==> src/rtl/actuator_stream_ctrl_pkg.sv <==
// Shared types and constants for the actuator streamer tiling controller.
// Channel order is fixed: in_r, in_i, out_r, out_i.
package actuator_package;

  localparam int NCH      = 4;
  localparam int CH_IN_R  = 0;
  localparam int CH_IN_I  = 1;
  localparam int CH_OUT_R = 2;
  localparam int CH_OUT_I = 3;
  localparam int ADDR_W   = 32;

  typedef logic [NCH-1:0][ADDR_W-1:0] ch_addr_arr_t;

  typedef enum logic [2:0] {
    ST_IDLE  = 3'd0,
    ST_PREP  = 3'd1,
    ST_ISSUE = 3'd2,
    ST_WAIT  = 3'd3,
    ST_NEXT  = 3'd4,
    ST_DONE  = 3'd5
  } ctrl_state_t;

endpackage

==> src/rtl/actuator_stream_ctrl_tile.sv <==
// Remaining-word counter for one job: yields min(remaining, TILE_LEN)
// and flags when the current tile is the last one.
module actuator_tile_counter #(
  parameter int LW       = 16,
  parameter int TILE_LEN = 64
) (
  input  logic          clk_i,
  input  logic          rst_i,
  input  logic          clear_i,
  input  logic          load_i,
  input  logic [LW-1:0] len_i,
  input  logic          sub_i,
  input  logic [LW-1:0] sub_len_i,
  output logic [LW-1:0] tile_len_o,
  output logic          last_tile_o
);

  localparam logic [LW-1:0] TILE_MAX = LW'(TILE_LEN);

  logic [LW-1:0] rem_q, rem_d;

  always_comb begin
    rem_d = rem_q;
    if (clear_i) begin
      rem_d = '0;
    end else if (load_i) begin
      rem_d = len_i;
    end else if (sub_i) begin
      rem_d = rem_q - sub_len_i;
    end
  end

  always_ff @(posedge clk_i or posedge rst_i) begin
    if (rst_i) begin
      rem_q <= '0;
    end else begin
      rem_q <= rem_d;
    end
  end

  // The last tile consumes everything left, so the post-subtract count is zero.
  assign tile_len_o  = (rem_q > TILE_MAX) ? TILE_MAX : rem_q;
  assign last_tile_o = (rem_q <= TILE_MAX);

endmodule

==> src/rtl/actuator_stream_ctrl.sv <==
// Tiling controller: splits a job into tiles and drives four streamer channels.
// Define ACTUATOR_STREAM_CTRL_PERF_EN to add busy/stall performance counters.
module actuator_stream_ctrl
  import actuator_package::*;
#(
  parameter int AW       = 32,
  parameter int LW       = 16,
  parameter int TILE_LEN = 64
) (
  input  logic              clk_i,
  input  logic              rst_i,
  input  logic              clear_i,
  input  logic              start_i,
  input  logic [LW-1:0]     len_i,
  input  logic [NCH*AW-1:0] base_addr_i,
  input  logic [NCH-1:0]    ready_start_i,
  input  logic [NCH-1:0]    done_i,
  output logic [NCH-1:0]    req_start_o,
  output logic [NCH*AW-1:0] addr_o,
  output logic [LW-1:0]     tile_len_o,
  output logic              busy_o,
  output logic              done_o,
  output logic              streamer_clear_o,
  output logic [2:0]        dbg_state_o
`ifdef ACTUATOR_STREAM_CTRL_PERF_EN
  ,
  output logic [31:0]       perf_busy_cycles_o,
  output logic [31:0]       perf_stall_cycles_o
`endif
);

  // Handshake: req_start_o pulses for exactly one cycle, only in ISSUE and only
  // when every ready_start_i bit is high; each done_i bit is a one-cycle pulse
  // that counts only while in WAIT.

  ctrl_state_t              state_q, state_d;
  logic [NCH-1:0]           mask_q, mask_d;
  logic [LW-1:0]            tile_len_q, tile_len_d;
  logic [NCH-1:0][AW-1:0]   addr_q, addr_d;
  logic                     sclr_q, sclr_d;
  logic                     start_acc;
  logic                     tc_sub;
  logic [LW-1:0]            tc_tile_len;
  logic                     tc_last;

  assign start_acc = (state_q == ST_IDLE) && start_i && !clear_i;
  assign tc_sub    = (state_q == ST_NEXT) && !clear_i;

  actuator_tile_counter #(
    .LW       (LW),
    .TILE_LEN (TILE_LEN)
  ) u_tile_counter (
    .clk_i       (clk_i),
    .rst_i       (rst_i),
    .clear_i     (clear_i),
    .load_i      (start_acc),
    .len_i       (len_i),
    .sub_i       (tc_sub),
    .sub_len_i   (tile_len_q),
    .tile_len_o  (tc_tile_len),
    .last_tile_o (tc_last)
  );

  always_comb begin
    state_d     = state_q;
    mask_d      = mask_q;
    tile_len_d  = tile_len_q;
    addr_d      = addr_q;
    sclr_d      = 1'b0;
    req_start_o = '0;

    case (state_q)
      ST_IDLE: begin
        if (start_i) begin
          addr_d  = base_addr_i;
          sclr_d  = 1'b1;
          state_d = (len_i == '0) ? ST_DONE : ST_PREP;
        end
      end
      ST_PREP: begin
        tile_len_d = tc_tile_len;
        mask_d     = '0;
        state_d    = ST_ISSUE;
      end
      ST_ISSUE: begin
        if (&ready_start_i) begin
          req_start_o = '1;
          state_d     = ST_WAIT;
        end
      end
      ST_WAIT: begin
        mask_d = mask_q | done_i;
        if (&mask_d) begin
          state_d = ST_NEXT;
        end
      end
      ST_NEXT: begin
        // Byte addresses advance by four per word and wrap silently.
        for (int ch = 0; ch < NCH; ch++) begin
          addr_d[ch] = addr_q[ch] + AW'({tile_len_q, 2'b00});
        end
        state_d = tc_last ? ST_DONE : ST_PREP;
      end
      ST_DONE: begin
        state_d = ST_IDLE;
      end
      default: begin
        state_d = ST_IDLE;
      end
    endcase

    if (clear_i) begin
      state_d     = ST_IDLE;
      mask_d      = '0;
      tile_len_d  = '0;
      addr_d      = '0;
      sclr_d      = 1'b0;
      req_start_o = '0;
    end
  end

  always_ff @(posedge clk_i or posedge rst_i) begin
    if (rst_i) begin
      state_q    <= ST_IDLE;
      mask_q     <= '0;
      tile_len_q <= '0;
      addr_q     <= '0;
      sclr_q     <= 1'b0;
    end else begin
      state_q    <= state_d;
      mask_q     <= mask_d;
      tile_len_q <= tile_len_d;
      addr_q     <= addr_d;
      sclr_q     <= sclr_d;
    end
  end

  assign addr_o           = addr_q;
  assign tile_len_o       = tile_len_q;
  assign busy_o           = (state_q != ST_IDLE);
  assign done_o           = (state_q == ST_DONE);
  assign streamer_clear_o = sclr_q;
  assign dbg_state_o      = state_q;

`ifdef ACTUATOR_STREAM_CTRL_PERF_EN
  logic [31:0] perf_busy_q, perf_busy_d;
  logic [31:0] perf_stall_q, perf_stall_d;

  always_comb begin
    perf_busy_d  = perf_busy_q;
    perf_stall_d = perf_stall_q;
    if (clear_i || start_acc) begin
      perf_busy_d  = '0;
      perf_stall_d = '0;
    end else begin
      if (busy_o && (perf_busy_q != 32'hFFFF_FFFF)) begin
        perf_busy_d = perf_busy_q + 32'd1;
      end
      if ((state_q == ST_ISSUE) && !(&ready_start_i) && (perf_stall_q != 32'hFFFF_FFFF)) begin
        perf_stall_d = perf_stall_q + 32'd1;
      end
    end
  end

  always_ff @(posedge clk_i or posedge rst_i) begin
    if (rst_i) begin
      perf_busy_q  <= '0;
      perf_stall_q <= '0;
    end else begin
      perf_busy_q  <= perf_busy_d;
      perf_stall_q <= perf_stall_d;
    end
  end

  assign perf_busy_cycles_o  = perf_busy_q;
  assign perf_stall_cycles_o = perf_stall_q;
`else
  // Counters are absent in this build.
`endif

endmodule

==> config.mk <==
export PLATFORM = sky130hd
export DESIGN_NAME = actuator_stream_ctrl
export DESIGN_NICKNAME = d
export VERILOG_FILES = /design/src/rtl/actuator_stream_ctrl_pkg.sv /design/src/rtl/actuator_stream_ctrl_tile.sv /design/src/rtl/actuator_stream_ctrl.sv
export SDC_FILE = /design/constraint.sdc
export NUM_CORES = 1
export LEC_CHECK = 0
export CAP_MARGIN = 20
export CORE_AREA = 3 3 211 151
export DETAILED_ROUTE_END_ITERATION = 10
export DIE_AREA = 0 0 214 154
export PLACE_DENSITY = 0.77
export SYNTH_ARGS = -nofsm -noshare
export SYNTH_HDL_FRONTEND = slang
export SYNTH_SLANG_ARGS = --single-unit
==> constraint.sdc <==
create_clock -name clk_i -period 5.7 [get_ports clk_i]
set_input_delay 1.14 -clock clk_i [delete_from_list [all_inputs] [get_ports clk_i]]
set_output_delay 1.14 -clock clk_i [all_outputs]
set_load 0.005 [all_outputs]
==> tab_implementation.tex <==
\begin{tabular}{lr}
\hline
Metric & Value \\
\hline
\multicolumn{2}{l}{\textbf{Clocking}} \\
H-tree depth reported by CTS & 4 \\
Post-CTS Hold Buffers & 0 \\
Post\_cts resized & 0 \\
Clock tree from TritonCTS & built \\
CTS sink cnt & 168 \\
CTS max path bufs & 2 \\
Clock latency at the later pin of the worst-skew pair & 0.44 ns \\
Clock slew at reported path FFs & 0.07 ns \\
Number of buffers inserted by post-CTS setup repair & 0 \\
Total CTS buffers & 17 \\
CTS root buffer & clkbuf\_16 \\
\multicolumn{2}{l}{\textbf{Critical path}} \\
Startpoint types & input pin \\
Req. time, crit path & 4.56 ns \\
Library cell contributing the largest single delay on the critical path & clkdlybuf4s50\_1 \\
Library cell appearing most often on the critical path & clkdlybuf4s50\_1 \\
Critical path data arrival time & 3.05 ns \\
Delay of the slowest critical-path stage & 0.68 ns \\
Critical Setup Path Class & in2out \\
Combined buffer and inverter count along the critical path & 2 \\
Sort of element at the end of the critical path & primary output \\
Maximum net fanout on the critical path & 12 \\
Critical path, cell by cell & clkdlybuf4s50\_1, nor4\_1, clkdlybuf4s50\_1 \\
Cell type group with the largest total delay on the critical path & buffers and inverters \\
\multicolumn{2}{l}{\textbf{Global route}} \\
Vias in the first global route & 11800 \\
First-pass GRT wire length & 66400 um \\
Total routing usage reported by global routing & 25.0\% \\
Initial antenna violation count & 2 \\
Maximum number of pins on one net before global-route repair & 91 \\
Overflow left after global routing & 0 \\
\multicolumn{2}{l}{\textbf{Timing}} \\
Max-slew headroom & 28.3\% \\
Post-layout min period & 4.19 ns \\
Pins Over Slew Limit & 0 \\
Max Clock Freq & 239 MHz \\
Setup TNS & 0 ns \\
Worst Clk Skew & 0.0143 ns \\
RSZ-0062 raised after global routing & no \\
Final setup violation count & 0 \\
Transition time at the pin with the least slew margin & 1.07 ns \\
Final period utilization & 73.5\% \\
Hold Violations, Final & 0 \\
\multicolumn{2}{l}{\textbf{Floorplanning}} \\
Number of ports placed on the die boundary & 310 \\
Core Footprint & 0.0299 mm\^{}2 \\
Die area & 0.0330 mm\^{}2 \\
Total number of placement rows & 53 \\
Horizontal die dimension & 214 um \\
Initial core utilization & 39.9\% \\
Height of the die & 154 um \\
\multicolumn{2}{l}{\textbf{Route}} \\
Routed length per placed instance & 20.5 um \\
Drt initial violations & 1064 \\
Number of routed nets with antenna violations & 0 \\
Vias per std cell & 5.97 \\
Total Routed Length & 42400 um \\
1st-pass router iterations & 5 \\
DRC & 0 \\
Vias & 12300 \\
\multicolumn{2}{l}{\textbf{Yosys}} \\
Proportion of synthesized flip-flops having asynchronous set or reset & 100\% \\
Post-synthesis area per instance & 8.70 um\^{}2 \\
Post-Synthesis Cells & 1373 \\
Count of different cell masters after synthesis & 84 \\
Number of synthesized register bits & 168 \\
Seq/Total Area, Yosys & 35.2\% \\
Number of enable flip-flop cells after synthesis & 0 \\
Synth warn & 0 \\
Post-Synthesis Net Count & 1613 \\
Cell area after synthesis & 0.0119 mm\^{}2 \\
Most frequently used flop master after synthesis & dfrtp\_1 \\
\multicolumn{2}{l}{\textbf{Final layout}} \\
Final net count & 1880 \\
Share of final-layout standard cells stronger than drive strength 1 & 4.72\% \\
Post-route cell area & 0.0159 mm\^{}2 \\
Most frequent cells in the layout & 309 x clkdlybuf4s50\_1, 168 x dfrtp\_1, 145 x nand2\_1 \\
Area growth from synthesis to layout & 33.4\% \\
\# fillers & 2734 \\
Most common cell after layout, fill and taps aside & clkdlybuf4s50\_1 \\
\multicolumn{2}{l}{\textbf{Power and ir drop}} \\
Maximum resistive drop on vdd & 0.176 mV \\
Leakage dissipation & 6.71 nW \\
Total power divided by cell area & 235 mW/mm\^{}2 \\
\multicolumn{2}{l}{\textbf{Placement}} \\
HPWL Detailed & 30900 um \\
Post-Place Cell Area & 0.0154 mm\^{}2 \\
Gp weighted congestion & 0.922 \\
\# port buffers & 309 \\
\multicolumn{2}{l}{\textbf{Min path}} \\
Path type of the worst min-delay path & reg2reg \\
\multicolumn{2}{l}{\textbf{Outcome}} \\
Result of the run & finished clean \\
\multicolumn{2}{l}{\textbf{Run}} \\
Max-capacitance violation count & 0 \\
\hline
\end{tabular}
[cell type report]
type / instances / area [um^2] / share of cell area, %
Clock inverter: 13 / 115 / 0.722
Timing Repair Buffer: 319 / 3190 / 20.0
Sequential cell: 168 / 4200 / 26.4
Clock buffer: 19 / 453 / 2.84
Inverter: 48 / 185 / 1.16
Antenna cell: 2 / 5.00 / 0.0314
Tap cell: 412 / 515 / 3.24
Multi-Input combinational cell: 1086 / 7260 / 45.6
[cell families after synthesis]
kind of cell / after synthesis / synth area share (%)
adder cells (fa/ha/maj): 84 / 9.11
AND/OR/NAND/NOR: 443 / 18.0
multiplexers: 15 / 1.27
flip-flops: 168 / 35.2
XOR/XNOR: 56 / 4.11
buffers and inverters: 119 / 4.15
AO/OA/AOI/OAI: 488 / 28.1
[cells in the mapped netlist (all sizes together), types with 4 or more instances]
cell / number / area share (%)
dfrtp: 168 / 35
nand2: 148 / 4.7
o21ai: 143 / 6.1
nor2: 95 / 3.2
a21oi: 82 / 3.5
ha: 79 / 8.3
inv: 48 / 1.5
a22oi: 47 / 3.0
nand3: 45 / 1.9
clkbuf: 38 / 1.2
nor3: 34 / 1.5
buf: 33 / 1.4
o311ai: 30 / 2.3
xor2: 30 / 2.2
and3: 29 / 1.5
a21o: 26 / 1.6
xnor2: 26 / 1.9
a22o: 21 / 1.5
o211ai: 18 / 1.1
mux2i: 14 / 1.2
nand2b: 14 / 0.73
a211oi: 13 / 0.82
nor4: 13 / 0.68
o21a: 12 / 0.75
a221oi: 11 / 0.86
nor2b: 11 / 0.64
a221o: 10 / 0.84
a31oi: 10 / 0.75
nand4: 10 / 0.52
o31ai: 10 / 0.63
a21boi: 8 / 0.53
and2: 8 / 0.44
nor3b: 8 / 0.50
or3: 7 / 0.37
o31a: 6 / 0.44
a222oi: 5 / 0.42
fa: 5 / 0.84
o22ai: 5 / 0.26
or2: 5 / 0.28
a41oi: 4 / 0.36
nand3b: 4 / 0.25
nor4b: 4 / 0.29
or4: 4 / 0.25
[final timing paths]
check	startpoint	endpoint	slack, ns	depth (start not counted)
max	clear_i	req_start_o[1]	1.51	3
min reg2reg	u_tile_counter.rem_q[0]	tile_len_o[0]	0.49	1
max reg2reg	tile_len_o[1]	addr_o[92]	2.05	10
min	u_tile_counter.rem_q[0]	tile_len_o[0]	0.49	1
max in group asynchronous	rst_i	addr_o[21]	3.52	3
min in group asynchronous	rst_i	addr_o[100]	1.19	2
[state kept, by name, indices dropped and copies added, names as in the netlist]
signal and count:
tile_len_o 16, streamer_clear_o 1, u_tile_counter.rem_q 16, mask_q 4, dbg_state_o 3, addr_o 128
[metrics by stage]
stage	utilization, %	instances	total power [W]	setup WS (ns)	hold WS, ns
floorplan	-	1373	0.00205	0.0133	0.463
global placement	51.4	2033	0.00256	1.58	0.477
detailed placement	51.4	2033	0.00260	1.44	0.481
CTS	53.3	2065	0.00375	1.51	0.495
global route	53.3	2067	0.00392	1.41	0.519
finish	53.3	2067	0.00374	1.51	0.493
[per-layer routing]
layer  up-vias  track usage, %  share of wire, %
li1       5708               -                 -
met1      6019            35.3                45
met2       562            40.0                46
met3        54            4.27               7.4
met4         0            6.41               1.6
met5         -               0                 0
[power breakdown]
part	switching (W)	leakage (nW)	internal (W)
Sequential	0.000169	2.26	0.00132
Combinational	0.000536	4.17	0.000563
Clock	0.000561	0.279	0.000595
Total	0.00127	6.71	0.00248
Note: power is estimated with default switching activity, not from simulation.
